===== config.mk =====
export PLATFORM = sky130hd
export DESIGN_NAME = mem_addr_arbiter
export DESIGN_NICKNAME = d
export VERILOG_FILES = /design/src/rtl/mem_addr_arbiter.sv
export SDC_FILE = /design/constraint.sdc
export NUM_CORES = 1
export LEC_CHECK = 0
export CAP_MARGIN = 20
export CORE_MARGIN = 1.5
export CORE_UTILIZATION = 35
export DETAILED_ROUTE_END_ITERATION = 8
export GPL_ROUTABILITY_DRIVEN = 0
export HOLD_SLACK_MARGIN = 0.15
export PLACE_DENSITY = 0.73
export SLEW_MARGIN = 20
export SYNTH_ARGS = -nofsm -noshare
export SYNTH_HDL_FRONTEND = slang
export SYNTH_SLANG_ARGS = --single-unit

===== constraint.sdc =====
create_clock -name clk -period 1.8 [get_ports clk]
set_input_delay 0.18 -clock clk [delete_from_list [all_inputs] [get_ports clk]]
set_output_delay 0.18 -clock clk [all_outputs]
set_load 0.03 [all_outputs]

===== src/rtl/mem_addr_arbiter.sv =====
// N-source memory address arbiter: one registered memory access at a time, WAIT_CYCLES extra strobe cycles.
// Define MEM_ARB_ROUND_ROBIN_EN for round-robin arbitration; the default is fixed priority (index 0 highest).
module mem_addr_arbiter #(
    parameter int unsigned ADDR_WIDTH  = 5,
    parameter int unsigned NUM_SRC     = 3,
    parameter int unsigned WAIT_CYCLES = 1
) (
    input  logic                          clk,
    input  logic                          rst,
    input  logic [NUM_SRC-1:0]            req,
    input  logic [NUM_SRC-1:0]            wr_in,
    input  logic [NUM_SRC*ADDR_WIDTH-1:0] addr_in,
    output logic [ADDR_WIDTH-1:0]         mem_addr,
    output logic                          mem_rd,
    output logic                          mem_wr,
    output logic [NUM_SRC-1:0]            gnt,
    output logic [NUM_SRC-1:0]            done,
    output logic                          busy
);

    localparam int unsigned CNT_W = (WAIT_CYCLES > 0) ? $clog2(WAIT_CYCLES + 1) : 1;
    localparam int unsigned IDX_W = $clog2(NUM_SRC);

    typedef enum logic [1:0] {IDLE, ACCESS, DONE} state_t;

    state_t                  state_q, state_d;
    logic [ADDR_WIDTH-1:0]   mem_addr_q, mem_addr_d;
    logic                    mem_rd_q, mem_rd_d;
    logic                    mem_wr_q, mem_wr_d;
    logic [NUM_SRC-1:0]      gnt_q, gnt_d;
    logic [NUM_SRC-1:0]      done_q, done_d;
    logic [CNT_W-1:0]        cnt_q, cnt_d;
    int unsigned             win;
    logic                    win_vld;

`ifdef MEM_ARB_ROUND_ROBIN_EN
    logic [IDX_W-1:0]        ptr_q, ptr_d;

    // Search starts at ptr and wraps, so the source just served drops to lowest priority.
    always_comb begin : arbitrate
        int unsigned idx;
        idx     = 0;
        win     = 0;
        win_vld = 1'b0;
        for (int unsigned i = 0; i < NUM_SRC; i++) begin
            idx = (32'(ptr_q) + i) % NUM_SRC;
            if (!win_vld && req[idx]) begin
                win     = idx;
                win_vld = 1'b1;
            end
        end
    end
`else
    always_comb begin : arbitrate
        win     = 0;
        win_vld = 1'b0;
        for (int unsigned i = 0; i < NUM_SRC; i++) begin
            if (!win_vld && req[i]) begin
                win     = i;
                win_vld = 1'b1;
            end
        end
    end
`endif

    always_comb begin : next_state
        state_d    = state_q;
        mem_addr_d = mem_addr_q;
        mem_rd_d   = mem_rd_q;
        mem_wr_d   = mem_wr_q;
        gnt_d      = gnt_q;
        done_d     = '0;
        cnt_d      = cnt_q;
`ifdef MEM_ARB_ROUND_ROBIN_EN
        ptr_d      = ptr_q;
`endif
        case (state_q)
            IDLE: begin
                if (win_vld) begin
                    mem_addr_d = addr_in[win*ADDR_WIDTH +: ADDR_WIDTH];
                    mem_wr_d   = wr_in[win];
                    mem_rd_d   = ~wr_in[win];
                    gnt_d      = NUM_SRC'(1) << win;
                    cnt_d      = CNT_W'(WAIT_CYCLES);
                    state_d    = ACCESS;
`ifdef MEM_ARB_ROUND_ROBIN_EN
                    ptr_d      = IDX_W'((win + 1) % NUM_SRC);
`endif
                end
            end
            ACCESS: begin
                if (cnt_q != '0) begin
                    cnt_d = cnt_q - 1'b1;
                end else begin
                    mem_rd_d = 1'b0;
                    mem_wr_d = 1'b0;
                    gnt_d    = '0;
                    done_d   = gnt_q;
                    state_d  = DONE;
                end
            end
            DONE:    state_d = IDLE;
            default: state_d = IDLE;
        endcase
    end

    always_ff @(posedge clk or posedge rst) begin
        if (rst) begin
            state_q    <= IDLE;
            mem_addr_q <= '0;
            mem_rd_q   <= 1'b0;
            mem_wr_q   <= 1'b0;
            gnt_q      <= '0;
            done_q     <= '0;
            cnt_q      <= '0;
`ifdef MEM_ARB_ROUND_ROBIN_EN
            ptr_q      <= '0;
`endif
        end else begin
            state_q    <= state_d;
            mem_addr_q <= mem_addr_d;
            mem_rd_q   <= mem_rd_d;
            mem_wr_q   <= mem_wr_d;
            gnt_q      <= gnt_d;
            done_q     <= done_d;
            cnt_q      <= cnt_d;
`ifdef MEM_ARB_ROUND_ROBIN_EN
            ptr_q      <= ptr_d;
`endif
        end
    end

    assign mem_addr = mem_addr_q;
    assign mem_rd   = mem_rd_q;
    assign mem_wr   = mem_wr_q;
    assign gnt      = gnt_q;
    assign done     = done_q;
    assign busy     = (state_q != IDLE);

endmodule


==> impl_metrics.env, run 1 <==
export IMPL_status="finished, final reports clean"
export IMPL_synth_cell_types=36
export IMPL_max_slew_margin_pct=60.6
export IMPL_synth_sequential_area_ratio_pct=48.0
export IMPL_skew_ns=0.000589
export IMPL_cts_inserted_buffers=3
export IMPL_cts_root_buf="clkbuf_4"
export IMPL_dp_cells=148
export IMPL_hold_class="primary input to async pin"
export IMPL_fp_row_count=17
export IMPL_finalSetupTns_ns=0
export IMPL_critPathCaptureType="primary output"
export IMPL_syn_area_per_cell_um2=10.2
export IMPL_fin_nets=148
export IMPL_wl_mm=1.97
export IMPL_crit_slowest_cell="clkdlybuf4s50_1"
export IMPL_dieArea_um2=2690
export IMPL_cts_sinks=16
export IMPL_synth_most_common_cell="dfrtp_1"
export IMPL_synthArstFlopShare_pct=100
export IMPL_layout_worst_path_cycle_share_pct=84.6
export IMPL_total_power_mw=1.96
export IMPL_irDropWorstVdd_mv=0.752
export IMPL_yosys_top_cells_area="dfrtp_1 (48%), or3b_1 (3.1%), o21ai_0 (3.0%)"
export IMPL_fmax_mhz=656
export IMPL_arrival_ns=1.34
export IMPL_yosysWarnings=0
export IMPL_clk_path_buf_depth=2
export IMPL_synth_common_cells="dfrtp_1 (16), nand2_1 (6), nor2_1 (6)"
export IMPL_finalNonFillerCells=152
export IMPL_drive_gt1_share_pct=16.9
export IMPL_syn_nets=105
export IMPL_whs_ns=0.253
export IMPL_grt_max_degree=17
export IMPL_post_cts_setup_buffers=0
export IMPL_tightest_slew_ns=0.590
export IMPL_grt_pass1_vias=807
export IMPL_vias=784
export IMPL_track_usage_pct=16.2
export IMPL_crit_path_start_kind="flip-flop"
export IMPL_worstPathCellList="clkdlybuf4s50_1"
export IMPL_drt_iter0_markers=7
export IMPL_start_util_pct=37.4
export IMPL_die_y_um=51.8
export IMPL_drv_slew=0
export IMPL_max_cap_viol_count=0
export IMPL_areaGrowthSynthToFinish_pct=54.4
export IMPL_synth_edf_count=0
export IMPL_crit_type="flip-flop to primary output"
export IMPL_io_pins=37
export IMPL_hpwlAfterDp_mm=1.57
export IMPL_drc=0
export IMPL_fin_crit_ns=1.52
export IMPL_antenna_left=0
export IMPL_synth_ff_latch_count=16
export IMPL_synthFlopType="dfrtp_1"
export IMPL_worstSkewPairLatency_ns=0.28
export IMPL_critical_path_top_delay_family="buffers and inverters"
export IMPL_critPathBufInv=1
export IMPL_hold_viol=0
export IMPL_die_w_um=51.8
export IMPL_drtPass1Iterations=4
export IMPL_p_leak_nw=0.579
export IMPL_syn_inst=82
export IMPL_yosysTopAreaCellShare_pct=48.0
export IMPL_routed_via_density=5.16
export IMPL_nFillCells=209
export IMPL_synth_largest_area_cell="dfrtp_1"
export IMPL_setup_violations_final=0
export IMPL_critical_path_max_stage_delay_ns=0.68
export IMPL_rsz0062_at_grt="no"
export IMPL_synth_area_um2=835
export IMPL_io_buffers=36
export IMPL_path_max_fanout=3
export IMPL_required_ns=1.62
export IMPL_cts_tree="built"
export IMPL_clk_pin_slew_ns=0.09
export IMPL_power_density_nw_per_um2=1520
export IMPL_grt_ovfl_total=0
export IMPL_grt_pass1_wl_mm=3.22
export IMPL_htreeDepth=1
export IMPL_fp_coreArea_um2=2230
export IMPL_wl_per_cell_um=13.0
export IMPL_antenna_cells=0
export IMPL_grt_antenna_before_repair=0
## logic make-up (layout without fill, tap and decap cells)
group                  Yosys count  in the layout  share of synthesized area [%]
and+or+nand+nor                 32             32                           24.1
AOI/OAI and AO/OA               22             22                           19.5
DFF                             16             16                           48.0
buffers and inverters           11             53                           6.60
muxes                            1              1                           1.80
## registers in the layout, indices dropped and copies added (netlist names)
signal and flops:
cnt_q 1, mem_wr 1, mem_addr 5, gnt 3, done 3, state_q 2
mem_rd 1
## repair_timing
action / 4_1_cts / 5_1_grt
setup endpoints to repair: 0 / 1
hold buffers: 0 / 0
hold endpoints to repair: 0 / 0
gates resized for setup: 0 / 1
## area by class of cell
type / count / area [µm²] / area share [%]
sequential: 16 / 400 / 31.1
inverter: 6 / 22.5 / 1.75
multi-input combinational: 55 / 379 / 29.4
clock buffer: 4 / 36.3 / 2.82
timing repair buffer: 43 / 415 / 32.2
tap: 28 / 35.0 / 2.72
## cell usage in the layout, fill, tap and decap left out, drive strengths merged, types with 2 or more instances in the layout
| cell | synthesis | routed |
|---|---|---|
| inv | 6 | 6 |
| or3b | 3 | 3 |
| o211ai | 2 | 2 |
| a32o | 3 | 3 |
| nor2 | 7 | 7 |
| o21ai | 6 | 6 |
| clkdlybuf4s50 | 0 | 35 |
| clkbuf | 1 | 4 |
| buf | 4 | 7 |
| nand2 | 7 | 7 |
| and2 | 4 | 4 |
| a21oi | 4 | 4 |
| o31ai | 2 | 2 |
| dfrtp | 16 | 16 |
| nand2b | 3 | 3 |
## final timing paths
kind	start	end	slack [ns]	cells after the start
worst max-delay path	gnt[0]	gnt[0]	0.28	1
worst min-delay path	rst	done[0]	0.25	2
worst max register to register	cnt_q	mem_rd	0.33	3
worst min register to register	mem_addr[3]	mem_addr[3]	0.52	2
max in group asynchronous	rst	done[2]	1.17	2
min in group clk	addr_in[3]	mem_addr[3]	0.50	3
## where the power goes
part / switching [mW] / leakage [nW] / internal, mW / total [mW]
Combinational: 0.601 / 0.358 / 0.513 / 1.11
Clock: 0.110 / 0.0210 / 0.123 / 0.234
Sequential: 0.0958 / 0.200 / 0.517 / 0.613
Total: 0.807 / 0.579 / 1.15 / 1.96
## metrics by stage
stage               util [%]  setup WS (ns)  cell area, µm²
CTS                     57.6         0.0499            1290
finish                  57.7          0.277            1290
global placement        56.0          0.137            1250
detailed placement      56.0         0.0979            1250
global route            57.7          0.217            1290
floorplan                  -          0.422             835
## metal layers
| metal | routed length, µm | vias to the layer above | global-route usage, % |
|---|---|---|---|
| met5 | 0 | - | 0 |
| met4 | 5 | 0 | 3.95 |
| met3 | 130 | 2 | 4.89 |
| met2 | 1090 | 38 | 33.1 |
| met1 | 746 | 375 | 15.0 |
| li1 | - | 369 | - |
Power figures use the tool's default switching activity.
==> inputs of run 2 (changes only) <==
==> constraint.sdc (replaced) <==
create_clock -name clk -period 1.52 [get_ports clk]
set_input_delay 0.152 -clock clk [delete_from_list [all_inputs] [get_ports clk]]
set_output_delay 0.152 -clock clk [all_outputs]
set_load 0.03 [all_outputs]
==> run 2 against run 1 <==
Effect of this change:
- highest routed layer unchanged
- clock power increased by 18%
- total power increased by 19%
- wire length decreased by 4.2%
- first-iteration DRC count decreased by 29%
- critical endpoint is now mem_wr
- combinational power increased by 21%
- design area increased by 2.6%
- utilization increased by 1.5 points
- largest power group unchanged
- non-clock buffer count increased by 3
==> impl_metrics.env, run 2 (same netlist as run 1, synthesis figures left out) <==
export IMPL_areaGrowthSynthToFinish_pct=58.5
export IMPL_hold_buffers=0
export IMPL_nFillCells=209
export IMPL_irDropWorstVdd_mv=0.802
export IMPL_crit_type="flip-flop to primary output"
export IMPL_worstPathCellList="clkdlybuf4s50_1"
export IMPL_skew_ns=0.00389
export IMPL_die_w_um=51.8
export IMPL_critPathCaptureType="primary output"
export IMPL_dieArea_um2=2690
export IMPL_worstSkewPairLatency_ns=0.28
export IMPL_post_cts_setup_buffers=0
export IMPL_required_ns=1.37
export IMPL_max_slew_margin_pct=60.3
export IMPL_fin_crit_ns=1.46
export IMPL_p_leak_nw=0.661
export IMPL_power_density_nw_per_um2=1770
export IMPL_track_usage_pct=15.9
export IMPL_rr_startpoint="state_q[0]"
export IMPL_cts_sinks=16
export IMPL_vias=777
export IMPL_drive_gt1_share_pct=18.9
export IMPL_final_common_cell="clkdlybuf4s50_1"
export IMPL_ff2ff_setup_slack_ns=0.12
export IMPL_cp_startpoint="mem_wr"
export IMPL_layout_worst_path_cycle_share_pct=96.2
export IMPL_grt_pass1_wl_mm=3.16
export IMPL_clk_path_buf_depth=2
export IMPL_rsz0062_at_grt="no"
export IMPL_largest_reg_flops=5
export IMPL_io_pins=37
export IMPL_routed_via_density=5.01
export IMPL_grt_antenna_before_repair=0
export IMPL_wl_per_cell_um=12.2
export IMPL_antenna_left=0
export IMPL_cts_tree="built"
export IMPL_hold_viol=0
export IMPL_clk_pin_slew_ns=0.09
export IMPL_crit_path_start_kind="flip-flop"
export IMPL_drv_slew=0
export IMPL_grt_pass1_vias=806
export IMPL_r2r_end="mem_addr[4]"
export IMPL_drc=0
export IMPL_status="finished, final reports clean"
export IMPL_critPathBufInv=1
export IMPL_crit_slowest_cell="clkdlybuf4s50_1"
export IMPL_critical_path_top_delay_family="buffers and inverters"
export IMPL_grt_ovfl_total=0
export IMPL_critical_path_max_stage_delay_ns=0.67
export IMPL_setup_violations_final=0
export IMPL_hold_class="primary input to async pin"
export IMPL_htreeDepth=1
export IMPL_wl_mm=1.89
export IMPL_die_y_um=51.8
export IMPL_drtPass1Iterations=4
export IMPL_arrival_ns=1.31
export IMPL_finalSetupTns_ns=0
export IMPL_tightest_slew_ns=0.595
export IMPL_io_buffers=36
export IMPL_fp_row_count=17
export IMPL_mostFrequentLayoutCells="clkdlybuf4s50_1 (29), dfrtp_1 (16), buf_4 (10)"
export IMPL_drt_iter0_markers=5
export IMPL_hpwlAfterDp_mm=1.49
export IMPL_grt_max_degree=17
export IMPL_post_route_util_pct=59.2
export IMPL_path_max_fanout=2
export IMPL_start_util_pct=37.4
export IMPL_fp_coreArea_um2=2230
export IMPL_fmax_mhz=684
export IMPL_reg2regPathDepth=5
export IMPL_cts_root_buf="clkbuf_4"
export IMPL_max_cap_viol_count=0
export IMPL_antenna_cells=0
export IMPL_cts_inserted_buffers=3
export IMPL_fin_nets=151
## run 2: what timing repair did
item	CTS	global route
gates resized for setup	1	6
setup endpoints to repair	1	6
pin swaps	0	0
## run 2: worst max path at each step
stage	to	slack, ns	cells after the start
after floorplan	mem_rd	0.14	4
after global placement	mem_rd	-0.06	4
after detailed placement	mem_addr[4]	-0.11	5
after CTS	gnt[1]	0.03	1
after global routing	mem_addr[2]	0.002	1
final	mem_wr	0.06	1
## run 2: area by class of cell
| cell class | instances | area (µm²) | share of cell area [%] |
|---|---|---|---|
| clock buffers | 4 | 36.3 | 2.74 |
| repair buffers | 46 | 449 | 34.0 |
| inverters | 6 | 22.5 | 1.70 |
| well taps | 28 | 35.0 | 2.65 |
| flip-flops and latches | 16 | 400 | 30.3 |
| multi-input cells | 55 | 379 | 28.7 |
## run 2: metrics by stage
step	total power [mW]	hold slack [ns]	cells	setup slack, ns	cell area (µm²)
after floorplan	1.55	0.0657	82	0.142	835
after global placement	2.07	0.482	151	-0.0626	1270
final	2.33	0.220	155	0.0570	1320
after detailed placement	2.10	0.493	151	-0.106	1270
after global routing	2.48	0.295	155	0.00170	1320
after CTS	2.36	0.246	155	0.0251	1310
## run 2: per-layer routing
metal | vias to the layer above | wire length, µm | global-route usage [%]
li1 | 375 | - | -
met1 | 357 | 734 | 15.7
met2 | 38 | 991 | 30.8
met3 | 7 | 128 | 3.74
met4 | 0 | 34 | 6.58
met5 | - | 0 | 0
## run 2: report_power, final
part           internal (mW)  leakage (nW)  total (mW)  switching (mW)
sequential             0.612         0.200       0.716           0.104
clock                  0.146        0.0210       0.277           0.131
combinational          0.626         0.439        1.34           0.716
total                   1.38         0.661        2.33           0.951
## run 2: worst reg2reg max path, stage by stage (launching register included)
cell and delay (ns):
dfrtp_1 0.40, nor2_2 0.14, buf_4 0.17, nand2_4 0.06, buf_4 0.17, a221o_1 0.36
